### src/rtl/mem_stage_pkg.sv
// Shared pipeline definitions: EX/MEM and MEM/WB payloads, forwarding bundle,
// hazard controls and the MEM-stage load FSM state type.
package mem_stage_pkg;

    localparam int unsigned XLEN = 32;

    typedef enum logic [1:0] {
        SRC_ALU = 2'd0,
        SRC_MEM = 2'd1,
        SRC_PC4 = 2'd2
    } rf_wr_src_e;

    typedef enum logic [1:0] {
        WIDTH_BYTE = 2'd0,
        WIDTH_HALF = 2'd1,
        WIDTH_WORD = 2'd2
    } mem_width_e;

    typedef struct packed {
        logic [XLEN-1:0] alu_out;
        logic [XLEN-1:0] next_pc;
        logic            rf_wr_en;
        rf_wr_src_e      rf_wr_src;
        logic            mem_read;
        logic            mem_sign;
        mem_width_e      mem_width;
    } exec_state_t;

    typedef struct packed {
        logic [4:0] rs1;
        logic [4:0] rs2;
        logic [4:0] rd;
    } reg_meta_t;

    typedef struct packed {
        logic stall;
        logic squash;
    } stage_ctrl_t;

    typedef struct packed {
        logic            valid;
        logic            rf_wr_en;
        logic [4:0]      rd;
        logic [XLEN-1:0] rd_data;
        logic            mem_read;
    } data_fwd_t;

    typedef struct packed {
        logic [XLEN-1:0] rd_data;
        logic            rf_wr_en;
    } mem_state_t;

    typedef enum logic [1:0] {
        MEM_IDLE  = 2'd0,
        MEM_WAIT  = 2'd1,
        MEM_HOLD  = 2'd2,
        MEM_DRAIN = 2'd3
    } mem_fsm_e;

endpackage

### src/rtl/mem_stage_load_extract.sv
// Selects the addressed byte/half/word of an aligned read word and
// sign- or zero-extends it to the register width.
module load_extract
    import mem_stage_pkg::*;
(
    input  mem_width_e      width,
    input  logic            sign,
    input  logic [1:0]      offset,
    input  logic [XLEN-1:0] word,
    output logic [XLEN-1:0] value
);

    logic [7:0]  byte_s;
    logic [15:0] half_s;

    // Lane selection followed by extension according to access width
    always_comb begin
        byte_s = 8'h00;
        half_s = 16'h0000;
        value  = {XLEN{1'b0}};
        case (offset)
            2'd0:    byte_s = word[7:0];
            2'd1:    byte_s = word[15:8];
            2'd2:    byte_s = word[23:16];
            2'd3:    byte_s = word[31:24];
            default: byte_s = word[7:0];
        endcase
        if (offset[1]) begin
            half_s = word[31:16];
        end else begin
            half_s = word[15:0];
        end
        case (width)
            WIDTH_BYTE: value = {{24{sign & byte_s[7]}}, byte_s};
            WIDTH_HALF: value = {{16{sign & half_s[15]}}, half_s};
            WIDTH_WORD: value = word;
            default:    value = word;
        endcase
    end

endmodule

### src/rtl/mem_stage.sv
// MEM pipeline stage: result select, load response FSM with hold buffer for
// responses that arrive while the pipeline is externally stalled, MEM/WB register.
module mem_stage
    import mem_stage_pkg::*;
(
    input  logic            clk_i,
    input  logic            rst_i,
    input  logic            valid_i,
    input  exec_state_t     exec_state_i,
    input  reg_meta_t       reg_meta_i,
    input  stage_ctrl_t     stage_ctrl_i,
    input  logic            mem_rvalid_i,
    input  logic [XLEN-1:0] mem_rdata_i,
    output logic            stall_req_o,
    output data_fwd_t       data_fwd_o,
    output logic            valid_o,
    output mem_state_t      mem_state_o,
    output reg_meta_t       reg_meta_o
);

    mem_fsm_e        state_q, state_d;
    logic [XLEN-1:0] hold_q, hold_d;
    logic            valid_q, valid_d;
    mem_state_t      mem_state_q, mem_state_d;
    reg_meta_t       reg_meta_q, reg_meta_d;

    logic            live_load_s;
    logic            stall_req_s;
    logic [XLEN-1:0] load_word_s;
    logic [XLEN-1:0] load_value_s;
    logic [XLEN-1:0] rd_data_s;

    assign live_load_s = valid_i & exec_state_i.mem_read & ~stage_ctrl_i.squash;

    // A load completing out of HOLD uses the buffered word, not the bus
    always_comb begin
        if (state_q == MEM_HOLD) begin
            load_word_s = hold_q;
        end else begin
            load_word_s = mem_rdata_i;
        end
    end

    load_extract u_load_extract (
        .width  (exec_state_i.mem_width),
        .sign   (exec_state_i.mem_sign),
        .offset (exec_state_i.alu_out[1:0]),
        .word   (load_word_s),
        .value  (load_value_s)
    );

    // Writeback value selection
    always_comb begin
        case (exec_state_i.rf_wr_src)
            SRC_ALU: rd_data_s = exec_state_i.alu_out;
            SRC_MEM: rd_data_s = load_value_s;
            SRC_PC4: rd_data_s = exec_state_i.next_pc;
            default: rd_data_s = exec_state_i.alu_out;
        endcase
    end

    // Load FSM next state, hold-buffer capture and stall request
    always_comb begin
        state_d     = state_q;
        hold_d      = hold_q;
        stall_req_s = 1'b0;
        case (state_q)
            MEM_IDLE: begin
                if (live_load_s && !mem_rvalid_i) begin
                    state_d     = MEM_WAIT;
                    stall_req_s = 1'b1;
                end else if (live_load_s && stage_ctrl_i.stall) begin
                    state_d = MEM_HOLD;
                    hold_d  = mem_rdata_i;
                end else begin
                    state_d = MEM_IDLE;
                end
            end
            MEM_WAIT: begin
                if (stage_ctrl_i.squash) begin
                    if (mem_rvalid_i) begin
                        state_d = MEM_IDLE;
                    end else begin
                        state_d     = MEM_DRAIN;
                        stall_req_s = 1'b1;
                    end
                end else if (mem_rvalid_i) begin
                    if (stage_ctrl_i.stall) begin
                        state_d = MEM_HOLD;
                        hold_d  = mem_rdata_i;
                    end else begin
                        state_d = MEM_IDLE;
                    end
                end else begin
                    stall_req_s = 1'b1;
                end
            end
            MEM_HOLD: begin
                if (stage_ctrl_i.squash || !stage_ctrl_i.stall) begin
                    state_d = MEM_IDLE;
                end else begin
                    state_d = MEM_HOLD;
                end
            end
            MEM_DRAIN: begin
                if (mem_rvalid_i) begin
                    state_d = MEM_IDLE;
                end else begin
                    stall_req_s = 1'b1;
                end
            end
            default: begin
                state_d = MEM_IDLE;
            end
        endcase
    end

    assign stall_req_o = stall_req_s & ~rst_i;

    // MEM/WB register: bubble while waiting or draining, hold under external stall
    always_comb begin
        valid_d     = valid_q;
        mem_state_d = mem_state_q;
        reg_meta_d  = reg_meta_q;
        if (stall_req_s || (state_q == MEM_DRAIN)) begin
            valid_d = 1'b0;
        end else if (stage_ctrl_i.stall) begin
            valid_d = valid_q;
        end else begin
            valid_d              = valid_i & ~stage_ctrl_i.squash;
            mem_state_d.rd_data  = rd_data_s;
            mem_state_d.rf_wr_en = exec_state_i.rf_wr_en;
            reg_meta_d           = reg_meta_i;
        end
    end

    // State and pipeline register update with synchronous reset
    always_ff @(posedge clk_i) begin
        if (rst_i) begin
            state_q     <= MEM_IDLE;
            hold_q      <= {XLEN{1'b0}};
            valid_q     <= 1'b0;
            mem_state_q <= '0;
            reg_meta_q  <= '0;
        end else begin
            state_q     <= state_d;
            hold_q      <= hold_d;
            valid_q     <= valid_d;
            mem_state_q <= mem_state_d;
            reg_meta_q  <= reg_meta_d;
        end
    end

    // Forward the stage result to EX; never flagged as a pending load
    always_comb begin
        data_fwd_o          = '0;
        data_fwd_o.valid    = valid_i & ~stage_ctrl_i.squash & ~stall_req_o;
        data_fwd_o.rf_wr_en = exec_state_i.rf_wr_en;
        data_fwd_o.rd       = reg_meta_i.rd;
        data_fwd_o.rd_data  = rd_data_s;
        data_fwd_o.mem_read = 1'b0;
    end

    assign valid_o     = valid_q;
    assign mem_state_o = mem_state_q;
    assign reg_meta_o  = reg_meta_q;

endmodule

### config.mk
export PLATFORM = sky130hd
export DESIGN_NAME = mem_stage
export DESIGN_NICKNAME = d
export VERILOG_FILES = /design/src/rtl/mem_stage_pkg.sv /design/src/rtl/mem_stage_load_extract.sv /design/src/rtl/mem_stage.sv
export SDC_FILE = /design/constraint.sdc
export NUM_CORES = 1
export LEC_CHECK = 0
export CAP_MARGIN = 20
export CORE_UTILIZATION = 43
export CTS_CLUSTER_DIAMETER = 80
export CTS_CLUSTER_SIZE = 40
export DETAILED_ROUTE_END_ITERATION = 12
export GPL_ROUTABILITY_DRIVEN = 0
export PLACE_DENSITY = 0.81
export SYNTH_ARGS = -nofsm -noshare
export SYNTH_HDL_FRONTEND = slang
export SYNTH_SLANG_ARGS = --single-unit
### constraint.sdc
create_clock -name clk_i -period 3 [get_ports clk_i]
set_input_delay 0.45 -clock clk_i [delete_from_list [all_inputs] [get_ports clk_i]]
set_output_delay 0.45 -clock clk_i [all_outputs]
set_load 0.1 [all_outputs]
==> summary.md <==
| Metric | Value |
|---|---|
| Status | completed |
| TritonRoute pass-1 iters | 5 |
| Row Count | 38 |
| Ranking of synthesized cells by area | dfxtp_1 33%, nand2_1 14%, a21oi_1 8.9% |
| Worst-margin pin slew | ~770 ps |
| Pins Over Slew Limit | 0 |
| Clock Path Buffers | 2 |
| Synth Cell Area | between 4000 and 5000 um2 |
| Nets | roughly 1000 |
| Clock sink total | 83 |
| Hold endpoint | hold_q[7] |
| Synthesized Nets | just over 800 |
| Cts bufs inserted | 9 |
| Initial core utilization | 0.4506 |
| Pint | between 2 and 2.5 mW |
| Total routed wirelength | ~20 mm |
| Fillers | 814 |
| Synthesis warning total | 0 |
| Area delta synth->final | 65.41% |
| FF-to-FF path depth | 8 |
| RSZ-0062 raised after global routing | no |
| DRT iter0 DRCs | around 690 |
| Relative slew slack | 0.4852 |
| Power Total | between 4 and 5 mW |
| First-pass GRT wire length | about 30 mm |
| Mean Syn Cell Area | ~7.1 um2 |
| Setup violators final | 0 |
| Skew final | 7.783 ps |
| Worst R2R Start | state_q[0] |
| Main flop type after synthesis | dfxtp_1 |
| Post-synthesis sequential area ratio | 0.3328 |
| Vias in the first global route | approximately 6000 |
| CORE AREA | roughly 11000 um2 |
| Setup crit end kind | primary output |
| CP Max Fanout | 8 |
| Hold Path Origin | hold_q[7] |
| Reg2reg end | mem_state_o[31] |
| Startpoint Class | register |
| DRC | 0 |
| Total track usage | 0.3285 |
| CTS root buf | clkbuf_16 |
| TNS Setup | 0 ps |
| EDFF count, synth | 0 |
| Die Y | 109.8 um |
| Antenna Nets Post-Route | 0 |
| Clock transition at path regs | 60 ps |
| Combinational share of power | 0.451 |
| Post-Layout Inst Area | between 8000 and 9000 um2 |
| Tcrit/Tclk final | 0.9834 |
| Die W | about 110 um |
| Net Sw Frac | 0.4182 |
| Async SR Flop Fraction | 0 |
| Port Buffer Count | between 200 and 250 |
| Netlist cell types | 49 |
| Gr ovfl total | 0 |
| Fmax achieved | around 340 MHz |
| WS Path Type | register to primary output |
| Flops & latches, synth | 83 |
| Max VDD drop | approximately 0.46 mV |
| Clock tree from TritonCTS | yes |
| R2R setup slack | ~500 ps |
| HPWL Detailed | 14.45 mm |
| WP data required | between 2000 and 3000 ps |
| Layout cell share with drive strength beyond 1 | 0.2286 |
| IO Count | approximately 210 |
| Via density | 5.971 |
| Post-Synthesis Cells | slightly above 700 |
| Pwr/cell area | roughly 510 nW/um2 |
| Die area | about 12000 um2 |
| Max-Cap Viols | 0 |
| Initial antenna violation count | 0 |
| Pin count of the biggest net entering global routing | between 50 and 60 |
| DP Area | between 7000 and 8000 um2 |
| Hold Path Depth | 2 |
| Hold-fix buffers, CTS | 0 |
| Top cell type's share of synthesized area | 0.3328 |
| Crit path DAT | approximately 2500 ps |
| Hold Fails Final Rpt | 0 |
| Sequential Power Share | 0.281 |
| Psw | approximately 1.8 mW |
| Commonest non-fill, non-tap cells in the layout | 185 x nand2_1, 121 x clkdlybuf4s50_1, 91 x buf_4, 88 x a21oi_1, 81 x dfxtp_1 |
| Largest area contributor in the netlist | dfxtp_1 |
| Clk Latency, worst-skew pair | 350 ps |
| Leak | 3.276 nW |
| Vias post-DR | 6270 |
| H-tree depth | 3 |
| Most common cell after layout, fill and taps aside | nand2_1 |
| Min Tclk post-route | between 2000 and 3000 ps |
| Diode count | 0 |
| WL/cell | 19.05 um |
| Clk pwr share | 0.268 |
| Hold crit path type | register to register |
sequential cells by signal (all words and copies together), names as in the netlist:
name	count
valid_o	1
mem_state_o	33
state_q	2
hold_q	32
reg_meta_o	15
critical path, cell delays in order, from the launching register on:
cell and delay, ps:
dfxtp_4 370, nand2b_4 160, buf_4 140, mux2i_4 230
buf_4 160, o22ai_1 110, and2_4 190, nor3_4 280
clkbuf_16 240, o21ai_2 90, buf_12 180
worst max path at each step:
stage / startpoint / cells after the start / endpoint
after floorplan: exec_state_i[4] / 7 / data_fwd_o[26]
after global placement: exec_state_i[40] / 7 / data_fwd_o[10]
after detailed placement: mem_rdata_i[7] / 7 / data_fwd_o[10]
after CTS: state_q[0] / 10 / data_fwd_o[21]
after global routing: state_q[0] / 10 / data_fwd_o[26]
final: state_q[0] / 10 / data_fwd_o[26]
cells in the mapped netlist (all sizes together), types with 2 or more instances:
cell type and count:
a211oi 2, nand2 186, and3 17, nor3 3
inv 5, o22ai 20, ha 2, o21ai 33
buf 18, a22o 7, nand2b 6, o211ai 39
nand4b 2, o221ai 6, or2 2, dfxtp 83
a21oi 89, nand3 21, and2 2, nor2 42
a31oi 10, nor2b 4, a32oi 7, o2111ai 6
clkbuf 48, mux2i 28
final cells by class:
type / count / area (um2) / share of cell area
clock buffer: 10 / 239.0 / 0.02894
timing repair buffer: 257 / 2773 / 0.3358
tap: 140 / 175.2 / 0.02121
clock inverter: 5 / 63.81 / 0.007727
multi-input combinational: 549 / 3314 / 0.4014
inverter: 6 / 26.28 / 0.003182
sequential: 83 / 1667 / 0.2018
what timing repair did:
| action | CTS | global route |
|---|---|---|
| resized for setup | 14 | 35 |
| buffers inserted | 3 | 5 |
| endpoints found under the setup margin | 27 | 32 |
| gates cloned | 0 | 1 |
| pin swaps | 4 | 4 |
cells by family after synthesis:
group	count (synthesis)	share of synthesized area
AND/OR/NAND/NOR	290	0.2479
AO/OA/AOI/OAI	227	0.2840
flip-flops	83	0.3328
buffers and inverters	72	0.06641
multiplexers	29	0.06316
adder cells (fa/ha/maj)	2	0.005012
other	1	0.0007512
power groups by stage:
stage / Clock [mW] / Combinational [mW] / Sequential, mW
2_1_floorplan: 0 / 0.835 / 1.55
3_3_place_gp: 0 / 1.82 / 1.21
3_5_place_dp: 0 / 1.83 / 1.21
4_1_cts: 1.15 / 1.86 / 1.19
5_1_grt: 1.20 / 1.98 / 1.19
6_report: 1.14 / 1.91 / 1.19
per-stage QoR:
step	std cells	util	worst slack [ps]	hold slack, ps
global route	1050	0.7454	0.7421	465.9
CTS	1044	0.7258	-1.623	452.8
global placement	1026	0.6904	-259.9	439.3
detailed placement	1026	0.6904	-241.6	443.8
floorplan	704	-	-466.2	432.1
finish	1050	0.7454	49.91	450.5
per-layer routing:
metal / wire length [um] / track usage / up-vias
li1: - / - / 2912
met1: 7578 / 0.3765 / 2919
met2: 9766 / 0.5674 / 369
met3: 1772 / 0.07054 / 70
met4: 883 / 0.1810 / 0
met5: 0 / 0 / -
(Power assumes the default switching activity.)
